## src/rtl/vmul_pkg.sv

```systemverilog
// Shared types and constants for the radix-4 Booth partial-product front end.
package vmul_pkg;

   localparam int NUM_PP = 18;

   typedef enum logic [2:0] {
      ZERO,
      POS1,
      POS2,
      NEG1,
      NEG2
   } booth_digit_e;

   typedef enum logic [1:0] {
      IDLE,
      SETTLE,
      DONE
   } state_e;

   function automatic int row_lsb(input int k, input int pw);
      return k * pw;
   endfunction

endpackage

```

## src/rtl/booth_r4_row.sv

```systemverilog
// One radix-4 Booth partial-product row: decode a multiplier triplet, select
// 0/A/2A, one's-complement for negative digits and place the row at 2*idx.
module booth_r4_row
   import vmul_pkg::*;
#(
   parameter int XLEN = 32,
   parameter int PW   = 2 * XLEN,
   parameter int IW   = 5
) (
   input  logic [2:0]      trip,
   input  logic [XLEN:0]   a_ext,
   input  logic [IW-1:0]   idx,
   output logic [PW-1:0]   row,
   output logic            neg
);

   booth_digit_e    digit;
   logic [XLEN+1:0] mag;
   logic [XLEN+1:0] mag_c;

   always_comb begin
      digit = ZERO;
      case (trip)
         3'b001, 3'b010: digit = POS1;
         3'b011:         digit = POS2;
         3'b100:         digit = NEG2;
         3'b101, 3'b110: digit = NEG1;
         default:        digit = ZERO;
      endcase

      mag = '0;
      case (digit)
         POS1, NEG1: mag = {a_ext[XLEN], a_ext};
         POS2, NEG2: mag = {a_ext, 1'b0};
         default:    mag = '0;
      endcase

      // The +1 that completes the negation is carried by the correction row.
      neg   = (digit == NEG1) || (digit == NEG2);
      mag_c = neg ? ~mag : mag;
      row   = {{(PW-XLEN-2){mag_c[XLEN+1]}}, mag_c} << {idx, 1'b0};
   end

endmodule

```

## src/rtl/vmul_booth_issue.sv

```systemverilog
// Booth radix-4 row issue stage: registers 18 rows for the Wallace adder and
// tracks the adder's single register stage to issue an aligned valid/tag.
module vmul_booth_issue
   import vmul_pkg::*;
#(
   parameter int XLEN = 32,
   parameter int PW   = 2 * XLEN,
   parameter int TAGW = 8
) (
   input  logic                 clk,
   input  logic                 rst,
   input  logic                 in_valid,
   output logic                 in_ready,
   input  logic [XLEN-1:0]      in_a,
   input  logic [XLEN-1:0]      in_b,
   input  logic                 in_a_signed,
   input  logic                 in_b_signed,
   input  logic [TAGW-1:0]      in_tag,
   output logic [NUM_PP*PW-1:0] pp_row,
   output logic                 sum_valid,
   input  logic                 sum_ready,
   output logic [TAGW-1:0]      sum_tag
);

   localparam int NDIG = XLEN / 2 + 1;
   localparam int IW   = $clog2(NDIG);

   state_e                state_q, state_d;
   logic [NUM_PP*PW-1:0]  rows_q, rows_d, rows_new;
   logic [TAGW-1:0]       tag_q, tag_d;
   logic                  load;

   logic [XLEN:0]         a_ext;
   logic [XLEN+2:0]       b_trip;
   logic [PW-1:0]         row_w [NDIG];
   logic                  neg_w [NDIG];
   logic [PW-1:0]         neg_row;

   assign a_ext  = {in_a_signed & in_a[XLEN-1], in_a};
   // Extended multiplier with the implicit b[-1]=0 appended at the bottom.
   assign b_trip = {{2{in_b_signed & in_b[XLEN-1]}}, in_b, 1'b0};

   for (genvar i = 0; i < NDIG; i++) begin : g_row
      booth_r4_row #(
         .XLEN (XLEN),
         .PW   (PW),
         .IW   (IW)
      ) u_row (
         .trip  (b_trip[2*i +: 3]),
         .a_ext (a_ext),
         .idx   (IW'(i)),
         .row   (row_w[i]),
         .neg   (neg_w[i])
      );
   end

   always_comb begin
      neg_row = '0;
      for (int i = 0; i < NDIG; i++) begin
         neg_row = neg_row | (PW'(neg_w[i]) << (2 * i));
      end
      rows_new = '0;
      for (int k = 0; k < NDIG; k++) begin
         rows_new[row_lsb(k, PW) +: PW] = row_w[k];
      end
      rows_new[row_lsb(NUM_PP-1, PW) +: PW] = neg_row;
   end

   always_comb begin
      state_d  = state_q;
      in_ready = 1'b0;
      case (state_q)
         IDLE: begin
            in_ready = 1'b1;
            if (in_valid) state_d = SETTLE;
         end
         SETTLE: begin
            state_d = DONE;
         end
         DONE: begin
            in_ready = sum_ready;
            if (sum_ready) state_d = in_valid ? SETTLE : IDLE;
         end
         default: state_d = IDLE;
      endcase
      load   = in_valid && in_ready;
      rows_d = load ? rows_new : rows_q;
      tag_d  = load ? in_tag : tag_q;
   end

   always_ff @(posedge clk or posedge rst) begin
      if (rst) begin
         state_q <= IDLE;
         rows_q  <= '0;
         tag_q   <= '0;
      end else begin
         state_q <= state_d;
         rows_q  <= rows_d;
         tag_q   <= tag_d;
      end
   end

   assign pp_row    = rows_q;
   assign sum_tag   = tag_q;
   assign sum_valid = (state_q == DONE);

endmodule

```

## config.mk

```make
export PLATFORM = sky130hd
export DESIGN_NAME = vmul_booth_issue
export DESIGN_NICKNAME = d
export VERILOG_FILES = /design/src/rtl/vmul_pkg.sv /design/src/rtl/booth_r4_row.sv /design/src/rtl/vmul_booth_issue.sv
export SDC_FILE = /design/constraint.sdc
export NUM_CORES = 2
export LEC_CHECK = 0
export CAP_MARGIN = 5
export CORE_AREA = 2 2 480 482
export CTS_CLUSTER_DIAMETER = 50
export DETAILED_ROUTE_END_ITERATION = 10
export DIE_AREA = 0 0 482 484
export PLACE_DENSITY_LB_ADDON = 0.3
export SYNTH_ARGS = -nofsm -noshare
export SYNTH_HDL_FRONTEND = slang
export SYNTH_SLANG_ARGS = --single-unit
```

## constraint.sdc

```tcl
create_clock -name clk -period 23 [get_ports clk]
set_clock_uncertainty 0.2 [all_clocks]
set_input_delay 4.6 -clock clk [delete_from_list [all_inputs] [get_ports clk]]
set_output_delay 4.6 -clock clk [all_outputs]
set_load 0.1 [all_outputs]
```

==> results.txt <==
Final Hold Vio Count -> 0
Worst path max stage delay -> 1020 ps
filler cell count -> 24700
Max clock buf depth -> 3
Mean Syn Cell Area -> 8.88 µm²
Reg-to-Reg Start -> state_q[0]$_DFFE_PP0P_
nature of the critical path startpoint -> input port
Syn. warnings -> 0
fin crit period -> 11820 ps
vias -> 37800
Setup violations, final -> 0
period utilisation layout -> 51.4%
RR Endpoint -> pp_row[537]$_DFFE_PP0P_
P_leak -> 20.8 nW
Peak Freq -> 84.6 MHz
CP max-delay cell -> clkdlybuf4s50_1
# Post-CTS Setup Buffers -> 0
Reg clk slew, reported paths -> 60 ps
Worst Hold Class -> flip-flop to flip-flop
vias in the first global route -> 35700
number of max-slew violations in the final report -> 0
Detailed Routing Iterations Pass 1 -> 5
largest net degree at the start of global routing -> 198
Synth top area share -> 35.8%
core area -> 229000 µm²
routed vias/inst -> 4.62
leading cell type in the layout, fill and taps excluded -> clkdlybuf4s50_1
WP data arrival -> 7020 ps
Synth Register Bits -> 603
total of max-cap violations -> 0
number of DRC markers in iteration 0 -> 3505
placed cells -> 7955
synth unique cells -> 54
total length of routed wires -> 225000 µm
clk_lat worst skew -> 760 ps
height of the die -> 484 µm
Fin Setup TNS -> 0 ps
Hold EP -> pp_row[1120]$_DFFE_PP0P_
routability cong. -> 0.767
Final HPWL DP -> 143000 µm
WP data required -> 18200 ps
Synth area leader -> dfrtp_1
CP Capture Type -> primary output
R2R Setup Slk -> 16340 ps
GRT Util Overall -> 18.4%
nets@finish -> 5119
cell chain of the critical path -> clkdlybuf4s50_1 > and2b_4 > nor2_1 > clkdlybuf4s50_1
Synth area leaders -> dfrtp_1 36%, xor2_1 11%, buf_4 10%, a22oi_1 7.5%, a31oi_1 6.9%
DP Area -> 50300 µm²
die footprint -> 233000 µm²
P per Cell Area -> 165 nW/µm²
Design Area, Final -> 54200 µm²
Worst Hold Launch -> pp_row[1120]$_DFFE_PP0P_
worst relative slew slack -> 14.8%
post-synthesis sequential area ratio -> 35.8%
initial core utilization -> 18.4%
GRT overflow -> 0
buffers added on ports -> 920
mapped cell area -> 42200 µm²
unrepaired setup endpoints after global routing -> no
worst hold stages -> 1
P&R area growth vs syn -> 28.7%
Mapped Cells -> 4746
asr flop ratio synth -> 100%
first-pass GRT wire length -> 304000 µm
chip width -> 482 µm
antenna viol nets, final -> 0
final core utilization -> 23.7%
TritonCTS clock tree -> yes
top_reg_cell synth -> dfrtp_1
crit-path most repeated cell -> clkdlybuf4s50_1
critical path class -> input port to primary output
row count -> 176
Max rail drop VDD -> 0.115 mV
most frequent cells in the layout -> 860 x clkdlybuf4s50_1, 603 x dfrtp_1, 538 x a21oi_1
slew at the pin closest to its max-slew limit -> 1280 ps
Top Ports -> 1240
CTS Sinks -> 603
cts hold-fix bufs -> 0
worst-path fanout max -> 52
number of H-tree levels -> 3
Post-synth EDFFs -> 0
final hold slack -> 290 ps
DR WL/cell -> 27.5 µm
Num CTS Buffers -> 110
Post-route DRC -> 0
initial antenna violation count -> 22
proportion of layout cells with a drive suffix above 1 -> 9.17%
status -> completed
R2R depth -> 9
fin cells -> 8181
CTS root buf -> clkbuf_16
Gates resized, CTS repair -> 0
## layer usage
metal,global-route usage [%],share of wire [%]
met1,24.0,43
met2,29.2,46
met3,3.24,6.0
met4,8.34,4.4
met5,0,0.034
## cell type report
cell class | instances | area, µm² | share of cell area (%)
sequential | 603 | 15100 | 27.8
clock buffer | 149 | 3140 | 5.79
multi-input combinational | 3277 | 21400 | 39.5
clock inverter | 59 | 749 | 1.38
inverter | 4 | 30.0 | 0.0554
antenna | 18 | 45.0 | 0.0830
timing repair buffer | 1045 | 9980 | 18.4
tap | 3026 | 3790 | 6.98
## report_power, final
group          switching (mW)  internal (mW)  total, mW  leakage, nW
sequential              0.286           1.38       1.67         7.05
clock                   0.666           1.08       1.74         1.87
combinational            4.50           1.04       5.54         11.8
## logic make-up after synthesis
group / after synthesis / synth area share, %
AOI/OAI and AO/OA: 1732 / 25.6
buffers and inverters: 1184 / 17.2
and+or+nand+nor: 681 / 9.86
DFF: 603 / 35.8
xor gates and xnor gates: 520 / 10.8
other: 1 / 0.00890
muxes: 25 / 0.656
## sequential cells by signal, summed over array words and instances, names as in the netlist
signal   cells
pp_row     593
sum_tag      8
state_q      2
## how the worst max path moves through the flow
stage	startpoint	endpoint	slack, ps	cells past startpoint
4_1_cts	sum_ready	in_ready	11180	4
5_1_grt	sum_ready	in_ready	11140	4
2_1_floorplan	rst	pp_row[0]$_DFFE_PP0P_	1320	1
6_report	sum_ready	in_ready	11180	4
3_5_place_dp	sum_ready	in_ready	11190	4
3_3_place_gp	sum_ready	in_ready	11180	4
## worst max-delay path: cells and delay by family
kind	cells	cell delay (ps)
and+or+nand+nor	2	920
buffers and inverters	2	1470
## metrics by stage
step,worst slack [ps],power [mW]
global route,11140,9.21
global placement,11180,7.22
finish,11180,8.95
detailed placement,11190,7.24
floorplan,1320,6.05
CTS,11180,9.01
## synth_stat cells, types with 9 or more instances
cell and n:
a21oi_1 538, dfrtp_1 603, and3b_1 15, buf_6 54, xor2_1 519, nand2_1 110, clkbuf_1 340, nor2_1 10
buf_4 584, buf_2 178, nand2b_1 427, o41ai_1 9, o21ai_0 163, a211oi_1 14, a2bb2oi_1 30, a31oi_1 462
or2_2 10, buf_1 23, a31oi_2 18, a22oi_1 419, nor3b_1 32, nand3_1 13, o31ai_1 10, nor2b_1 9
nor3b_2 13, mux2i_1 16, o2bb2ai_1 26, o21ai_1 23, a22o_1 13
Power figures use the tool's default switching activity.
